File: src/rtl/addsub_pkg.sv
// ----------------------------------------------------------------------------
// addsub_pkg
//   Shared definitions for the arbitrated adder-subtractor slice.
//   ADDSUB_WIDTH : default operand/result width used by addsub_core and
//                  addsub_arbiter
//   OP_ADD/OP_SUB: encodings of the per-requester op bit (it doubles as the
//                  core carry-in C0)
//   state_t      : arbiter FSM states
// ----------------------------------------------------------------------------
package addsub_pkg;

   localparam int ADDSUB_WIDTH = 5;

   localparam logic OP_ADD = 1'b0;
   localparam logic OP_SUB = 1'b1;

   typedef enum logic [1:0] {
      IDLE = 2'd0,
      EXEC = 2'd1,
      RESP = 2'd2
   } state_t;

endpackage

File: src/rtl/addsub_core.sv
// ----------------------------------------------------------------------------
// addsub_core
//   Combinational gate-level ripple adder-subtractor.
//   S = X + (Y xor {WIDTH{C0}}) + C0, so C0=0 adds and C0=1 subtracts.
// Ports
//   C0  in   1      carry-in / subtract select
//   X   in   WIDTH  first operand
//   Y   in   WIDTH  second operand (inverted when C0=1)
//   S   out  WIDTH  result, modulo 2^WIDTH
//   C4  out  1      carry into the MSB stage
//   C5  out  1      carry out of the MSB stage
//   E   out  1      signed overflow, C4 xor C5
// ----------------------------------------------------------------------------
module addsub_core
   import addsub_pkg::*;
#(
   parameter int WIDTH = ADDSUB_WIDTH
) (
   input  logic             C0,
   input  logic [WIDTH-1:0] X,
   input  logic [WIDTH-1:0] Y,
   output logic [WIDTH-1:0] S,
   output logic             C4,
   output logic             C5,
   output logic             E
);

   logic [WIDTH:0]   carry;
   logic [WIDTH-1:0] y_eff;

   // Conditional inversion of Y plus carry-in gives two's complement subtract.
   assign y_eff    = Y ^ {WIDTH{C0}};
   assign carry[0] = C0;

   // One full adder per bit; carry ripples LSB to MSB.
   for (genvar i = 0; i < WIDTH; i++) begin : g_fa
      assign S[i]       = X[i] ^ y_eff[i] ^ carry[i];
      assign carry[i+1] = (X[i] & y_eff[i]) | (carry[i] & (X[i] ^ y_eff[i]));
   end

   // Overflow falls out of the disagreement between the last two carries.
   assign C4 = carry[WIDTH-1];
   assign C5 = carry[WIDTH];
   assign E  = C4 ^ C5;

endmodule

File: src/rtl/addsub_arbiter.sv
// ----------------------------------------------------------------------------
// addsub_arbiter
//   Round-robin arbiter sharing one addsub_core between two requesters.
//   A request is latched in IDLE, computed in EXEC and held in RESP until the
//   consumer takes it, so at most one operation is in flight.
// Ports
//   clk        in   1        clock, rising edge
//   rst_n      in   1        asynchronous active-low reset
//   req_valid  in   2        per-requester request valid
//   req_ready  out  2        per-requester accept (one-hot or zero)
//   req_op     in   2        per-requester op, 0=add 1=sub
//   req_x      in   2xWIDTH  X operands packed {r1,r0}
//   req_y      in   2xWIDTH  Y operands packed {r1,r0}
//   rsp_valid  out  1        response valid, held until rsp_ready
//   rsp_ready  in   1        response consumer ready
//   rsp_id     out  1        requester that owns the response
//   rsp_s      out  WIDTH    result
//   rsp_c4     out  1        carry into MSB stage
//   rsp_c5     out  1        carry out of MSB stage
//   rsp_e      out  1        overflow
// Configuration
//   ADDSUB_SAT_EN : when defined, an overflowing result saturates toward the
//                   sign of X; the carry/overflow flags stay raw.
// ----------------------------------------------------------------------------
module addsub_arbiter
   import addsub_pkg::*;
#(
   parameter int WIDTH = ADDSUB_WIDTH
) (
   input  logic               clk,
   input  logic               rst_n,
   input  logic [1:0]         req_valid,
   output logic [1:0]         req_ready,
   input  logic [1:0]         req_op,
   input  logic [2*WIDTH-1:0] req_x,
   input  logic [2*WIDTH-1:0] req_y,
   output logic               rsp_valid,
   input  logic               rsp_ready,
   output logic               rsp_id,
   output logic [WIDTH-1:0]   rsp_s,
   output logic               rsp_c4,
   output logic               rsp_c5,
   output logic               rsp_e
);

   state_t           state;
   logic             rr_ptr;
   logic             grant;
   logic             any_valid;
   logic             op_q;
   logic [WIDTH-1:0] x_q;
   logic [WIDTH-1:0] y_q;
   logic             id_q;
   logic [WIDTH-1:0] core_s;
   logic             core_c4;
   logic             core_c5;
   logic             core_e;
   logic [WIDTH-1:0] result_s;

   // The requester pointed to by rr_ptr has priority; the other one is only
   // granted when the favoured one is idle, which yields strict alternation
   // under contention.
   always_comb begin
      any_valid = |req_valid;
      grant     = rr_ptr;
      if (!req_valid[rr_ptr]) begin
         grant = ~rr_ptr;
      end
   end

   // Accept is offered only while idle, and only to the granted requester.
   always_comb begin
      req_ready = 2'b00;
      if ((state == IDLE) && any_valid) begin
         req_ready[grant] = 1'b1;
      end
   end

   addsub_core #(
      .WIDTH (WIDTH)
   ) u_core (
      .C0 (op_q == OP_SUB),
      .X  (x_q),
      .Y  (y_q),
      .S  (core_s),
      .C4 (core_c4),
      .C5 (core_c5),
      .E  (core_e)
   );

   // Result selection: saturate toward the sign of X on overflow when the
   // saturating build is chosen, otherwise pass the wrapped sum through.
   always_comb begin
      result_s = core_s;
`ifdef ADDSUB_SAT_EN
      if (core_e) begin
         result_s = x_q[WIDTH-1] ? {1'b1, {(WIDTH-1){1'b0}}}
                                 : {1'b0, {(WIDTH-1){1'b1}}};
      end
`endif
   end

   // Control FSM with registered operand capture and registered response.
   // The pointer flips to the loser on every accept; a response drain always
   // returns to IDLE first, so no request is taken in the same cycle.
   always_ff @(posedge clk or negedge rst_n) begin
      if (!rst_n) begin
         state     <= IDLE;
         rr_ptr    <= 1'b0;
         op_q      <= OP_ADD;
         x_q       <= '0;
         y_q       <= '0;
         id_q      <= 1'b0;
         rsp_valid <= 1'b0;
         rsp_id    <= 1'b0;
         rsp_s     <= '0;
         rsp_c4    <= 1'b0;
         rsp_c5    <= 1'b0;
         rsp_e     <= 1'b0;
      end else begin
         case (state)
            IDLE: begin
               if (any_valid) begin
                  op_q   <= req_op[grant];
                  x_q    <= grant ? req_x[2*WIDTH-1:WIDTH] : req_x[WIDTH-1:0];
                  y_q    <= grant ? req_y[2*WIDTH-1:WIDTH] : req_y[WIDTH-1:0];
                  id_q   <= grant;
                  rr_ptr <= ~grant;
                  state  <= EXEC;
               end
            end
            EXEC: begin
               rsp_s     <= result_s;
               rsp_c4    <= core_c4;
               rsp_c5    <= core_c5;
               rsp_e     <= core_e;
               rsp_id    <= id_q;
               rsp_valid <= 1'b1;
               state     <= RESP;
            end
            RESP: begin
               if (rsp_ready) begin
                  rsp_valid <= 1'b0;
                  state     <= IDLE;
               end
            end
            default: begin
               state <= IDLE;
            end
         endcase
      end
   end

endmodule

File: config.mk
export PLATFORM = sky130hd
export DESIGN_NAME = addsub_arbiter
export DESIGN_NICKNAME = d
export VERILOG_FILES = /design/src/rtl/addsub_pkg.sv /design/src/rtl/addsub_core.sv /design/src/rtl/addsub_arbiter.sv
export SDC_FILE = /design/constraint.sdc
export NUM_CORES = 1
export LEC_CHECK = 0
export ABC_AREA = 1
export CAP_MARGIN = 10
export CORE_UTILIZATION = 50
export DETAILED_ROUTE_END_ITERATION = 16
export PLACE_DENSITY = 0.83
export SYNTH_ARGS = -nofsm -noshare
export SYNTH_HDL_FRONTEND = slang
export SYNTH_SLANG_ARGS = --single-unit
File: constraint.sdc
create_clock -name clk -period 5.9 [get_ports clk]
set_input_delay 1.77 -clock clk [delete_from_list [all_inputs] [get_ports clk]]
set_output_delay 1.77 -clock clk [all_outputs]
set_load 0.03 [all_outputs]
==> results.cfg, run 1 <==
[setup_path]
crit_chain = clkdlybuf4s50_1 > inv_1 > nand2_1 > nand2_1 > nor2_1 > clkdlybuf4s50_1
cp.buffers_inverters = 3
crit_arrival_ps = 3610
crit_family = buffers and inverters
path_max_fanout = 12
critical_path.endpoint_type = output pin
setup.worst_path.class = in -> out
startpoint_type = primary input
cpPeakStageDelay_ps = 690
cp_data_required_time_ps = 4130
crit_path_top_delay_cell = clkdlybuf4s50_1

[yosys]
yosysUniqueCellTypes = 23
async_reset_ff_share_pct = 100
syn_inst = 162
ys_ff_latch = 25
yosys.area.top_type = dfrtp_1
yosys_warnings = 0
postSynthAreaPerCell_um2 = 8.41
synth_edf_count = 0
synthTopCellsByArea = dfrtp_1 46%, nand2_1 17%, nand3_1 8.4%
yosys.area.top_type_share_pct = 45.9
netlist_area_um2 = 1360
synth_commonest_cells = 63 x nand2_1, 25 x dfrtp_1, 23 x nand3_1
synthFlopType = dfrtp_1
synth_fp_nets = 193
synth.most_common_cell = nand2_1
yosysSeqAreaShare_pct = 45.9

[drt]
wirelength_um = 2470
first_pass_iters = 4
drc = 0
detail_route.iter0.violations = 30
viasPerCell = 4.96
ant_nets = 0
wl_per_cell_um = 10.9
vias = 1120

[pwr]
powerDensity_nw_per_um2 = 558
p_total_uw = 971
p_leak_nw = 0.862
ir_drop_mv = 0.452

[clock_tree]
clkTransAtPathRegs_ps = 120
clock_latency_ps = 300
cts_tree = yes
clockBufferDepth = 2
cts-root-buf = clkbuf_4
cts_sinks = 25
cts_resized = 0
cts_buffers = 3
post_cts_buffers = 0
cts_max_level = 1
hold_buffers = 0

[die]
core_um2 = 2520
die_h_um = 54.2
initial_core_util_pct = 54.0
die_w_um = 54.2
num_rows = 18
pin_count = 39
dieArea_um2 = 2940

[global_routing]
grt_overflow = 0
track_usage_pct = 20.1
grt_max_degree = 26
grt_pass1_vias = 1026
grt_pass1_wl_um = 4230
grt_antenna_before_repair = 0

[timing]
rsz0062_at_grt = false
relSlewSlack_pct = 31.3
fin_crit_sh_pct = 91.2
fmax_ghz = 0.186
worstMarginPinSlew_ps = 1030
finalSetupTns_ps = 0
hold_slack_ps = 482
fin_crit_ps = 5380
slew_viol_final = 0
setup_viol = 0
finalHoldViolCount = 0
clock_skew_ps = 3.02

[flow_run]
drv_cap = 0

[layout]
layout.nets = 228
regArea_um2 = 626
area_delta_synth_final_pct = 27.7
antenna_cells = 0
final_layout_size_suffix_gt1_share_pct = 7.65
final_cells = 226
fillers = 223
multi_input_comb_area_um2 = 616

[place]
place_hpwl_um = 2010
portBuffers = 38
post-place-cells = 222
place_congestion = 0.769

[status]
status = completed

[min_path]
hold_class = reg -> reg
-- state kept, by name, summed over array words and instances, names as in the netlist --
signal / count
y_q: 5
rsp_s: 5
rsp_valid: 1
rsp_c5: 1
rsp_e: 1
id_q: 1
rsp_id: 1
op_q: 1
rr_ptr: 1
x_q: 5
rsp_c4: 1
state: 2
-- routing by layer --
layer	track usage [%]	wire length, µm
met1	23.0	1080
met3	2.26	130
met2	36.8	1230
met4	8.97	27
met5	0	0
-- kinds of logic (layout without fill, tap and decap cells) --
group / Yosys count / after routing / synth area share, %
DFF: 25 / 25 / 45.9
and+or+nand+nor: 93 / 93 / 28.8
xor gates and xnor gates: 5 / 5 / 3.21
AOI/OAI and AO/OA: 13 / 13 / 7.25
adders and majority gates: 4 / 4 / 5.88
buffers and inverters: 22 / 56 / 8.91
-- stage by stage --
stage               utilization (%)  cell area (µm²)  worst slack [ps]
floorplan                         -             1360              1770
global placement               68.0             1710               617
detailed placement             68.0             1710               537
CTS                            69.0             1740               533
global route                   69.0             1740               469
finish                         69.0             1740               520
-- power breakdown --
group	total, mW	internal (mW)	switching, mW
Clock	0.0703	0.0263	0.0440
Combinational	0.584	0.240	0.343
Sequential	0.317	0.257	0.0606
Total	0.971	0.523	0.448
-- cell type report --
cell class                 count  area share, %
inverter                      14           3.16
timing repair buffer          38           21.9
sequential                    25           35.9
multi-input combinational    115           35.4
clock buffer                   4           1.51
tap                           30           2.16
-- layout by cell type (no fill, tap or decap), types with 2 or more instances in the layout --
cell type and count:
a21oi_1 2, clkbuf_4 3, clkdlybuf4s50_1 38, dfrtp_1 25, fa_1 4, inv_1 12
nand2_1 63, nand3_1 23, nor2_1 3, o21ai_0 3, o21ai_2 5, xnor2_1 2
xor2_1 3
-- worst register-to-register path: cells and delay by family (launching register included) --
family / cells / cell delay, ps
flops: 1 / 400
fa+ha+maj: 4 / 1320
compound gates: 2 / 260
buf+inv: 4 / 320
simple gates: 1 / 280
-- worst paths after layout --
check                           cells after the start    startpoint            to  slack, ps
worst max-delay path                                6  req_valid[0]  req_ready[0]        520
worst min-delay path                                2      rsp_s[3]      rsp_s[3]        480
worst max register to register                     11        y_q[0]      rsp_s[4]       3280
worst min register to register                      2      rsp_s[3]      rsp_s[3]        480
max in group asynchronous                           1         rst_n          op_q       3270
min in group asynchronous                           1         rst_n        rsp_id       2020
No activity file was read; power rests on OpenSTA's default activity.
==> run 2: changes to the inputs <==
--- a/config.mk
+++ b/config.mk
@@ -6,10 +6,11 @@
 export NUM_CORES = 1
 export LEC_CHECK = 0
 export ABC_AREA = 1
-export CAP_MARGIN = 10
-export CORE_UTILIZATION = 50
+export CAP_MARGIN = 40
+export CORE_UTILIZATION = 47
 export DETAILED_ROUTE_END_ITERATION = 16
-export PLACE_DENSITY = 0.83
+export PLACE_DENSITY = 0.79
+export RECOVER_POWER = 100
 export SYNTH_ARGS = -nofsm -noshare
 export SYNTH_HDL_FRONTEND = slang
 export SYNTH_SLANG_ARGS = --single-unit
==> constraint.sdc (replaced) <==
create_clock -name clk -period 6.06 [get_ports clk]
set_input_delay 1.818 -clock clk [delete_from_list [all_inputs] [get_ports clk]]
set_output_delay 1.818 -clock clk [all_outputs]
set_load 0.03 [all_outputs]
==> results.cfg, run 2 (synthesis results as in run 1) <==
[min_path]
min-delay-start = rsp_s[1]
holdPathEnd = rsp_s[1]
hold_class = reg -> reg
whs_path_depth = 2

[die]
die_h_um = 55.8
pin_count = 39
dieArea_um2 = 3120
num_rows = 19
initial_core_util_pct = 49.4
core_um2 = 2760
die_w_um = 55.8

[drt]
drt-met1-wl_um = 1160
viasPerCell = 5.05
route.met3.wl_um = 116
first_pass_iters = 4
wirelength_um = 2600
ant_nets = 0
detail_route.iter0.violations = 18
wl_per_cell_um = 11.4
wl_met2_um = 1300
vias = 1152
drc = 0
top_layer_used = met4

[clock_tree]
clock_latency_ps = 310
post_cts_buffers = 0
clkTransAtPathRegs_ps = 140
cts_resized = 0
cts_max_level = 1
cts_sinks = 25
clockBufferDepth = 2
cts-root-buf = clkbuf_4
cts_tree = yes
cts_buffers = 3
hold_buffers = 0

[setup_path]
rr_worst_depth = 11
crit_path_top_delay_cell = dlygate4sd3_1
r2r-end = rsp_s[4]
cp_data_required_time_ps = 4240
setup.worst_path.class = in -> out
startpoint_type = primary input
crit_chain = dlygate4sd3_1 > inv_1 > nand2_1 > nand2_1 > nor2_1 > dlygate4sd3_1
crit_family = buffers and inverters
cp.buffers_inverters = 3
critical_path.endpoint_type = output pin
reg2reg_from = y_q[0]
worst-r2r-setup-slack_ps = 3410
cpPeakStageDelay_ps = 760
crit_arrival_ps = 3790
path_max_fanout = 12

[timing]
hold_slack_ps = 480
worstMarginPinSlew_ps = 827
layout_setup_ws_ps = 450
finalSetupTns_ps = 0
fmax_ghz = 0.178
setup_viol = 0
clock_skew_ps = 3.15
finalHoldViolCount = 0
fin_crit_ps = 5610
fin_crit_sh_pct = 92.6
slew_viol_final = 0
relSlewSlack_pct = 44.9
rsz0062_at_grt = false

[layout]
final_cells = 228
final_common_cell = nand2_1
final_layout_size_suffix_gt1_share_pct = 5.08
mostFrequentLayoutCells = 64 x nand2_1, 25 x dfrtp_1, 23 x nand3_1, 23 x clkdlybuf4s50_1, 15 x dlygate4sd3_1
layout.nets = 229
area_delta_synth_final_pct = 26.8
antenna_cells = 0
fin_area_um2 = 1730
reg_top3 = rsp_s x5, x_q x5, y_q x5

[place]
place_hpwl_um = 2140
portBuffers = 38
post-place-cells = 224
place_congestion = 0.748
dpl_cell_area_um2 = 1730
dp_slack_ps = 596

[global_routing]
grt_antenna_before_repair = 0
grt_overflow = 0
grt_pass1_wl_um = 4530
track_usage_pct = 18.2
grt_pass1_vias = 1086
grt_max_degree = 17

[pwr]
p_leak_nw = 0.870
ir_drop_mv = 0.341
powerDensity_nw_per_um2 = 521

[flow_run]
drv_cap = 0

[status]
status = completed
-- run 2: cell types whose count changed in the layout (fill, tap and decap cells not counted), sizes merged --
cell,before,now
clkdlybuf4s50,38,23
clkinv,0,1
inv,14,13
clkinvlp,0,1
dlygate4sd3,0,15
-- run 2: final cells by class --
type,instances,area (µm²)
clock buffers,3,22.5
flip-flops and latches,25,626
fillers,255,1030
multi-input cells,115,598
inverters,14,53.8
well taps,31,38.8
clock inverters,1,5.00
repair buffers,39,384
-- run 2: tightest hold or removal path, delay by kind of cell (launching register included) --
kind / cells / cell delay (ps)
flip-flops: 1 / 360
AND/OR/NAND/NOR: 2 / 90
-- run 2: worst max-delay path by stage --
stage / end / depth (start not counted) / start
after detailed placement: req_ready[0] / 6 / req_valid[0]
after floorplan: req_ready[0] / 4 / req_valid[0]
after global routing: req_ready[1] / 6 / req_valid[1]
final: req_ready[1] / 6 / req_valid[1]
after CTS: req_ready[0] / 6 / req_valid[0]
after global placement: req_ready[0] / 6 / req_valid[0]
-- run 2: power breakdown --
part           total (mW)  switching (mW)  internal [mW]
registers           0.306          0.0562          0.250
logic               0.522           0.317          0.204
clock network      0.0732          0.0486         0.0246
-- run 2: through the flow --
| step | util, % | power [mW] |
|---|---|---|
| after detailed placement | 62.7 | 0.892 |
| after global routing | 62.7 | 0.993 |
| after global placement | 62.2 | 0.862 |
| final | 62.7 | 0.901 |
| after floorplan | - | 0.749 |
| after CTS | 63.7 | 0.965 |
-- run 2: routing by layer --
| layer | global-route usage [%] | up-vias |
|---|---|---|
| li1 | - | 582 |
| met1 | 21.9 | 524 |
| met2 | 33.6 | 44 |
| met3 | 2.33 | 2 |
| met4 | 6.27 | 0 |
| met5 | 0 | - |
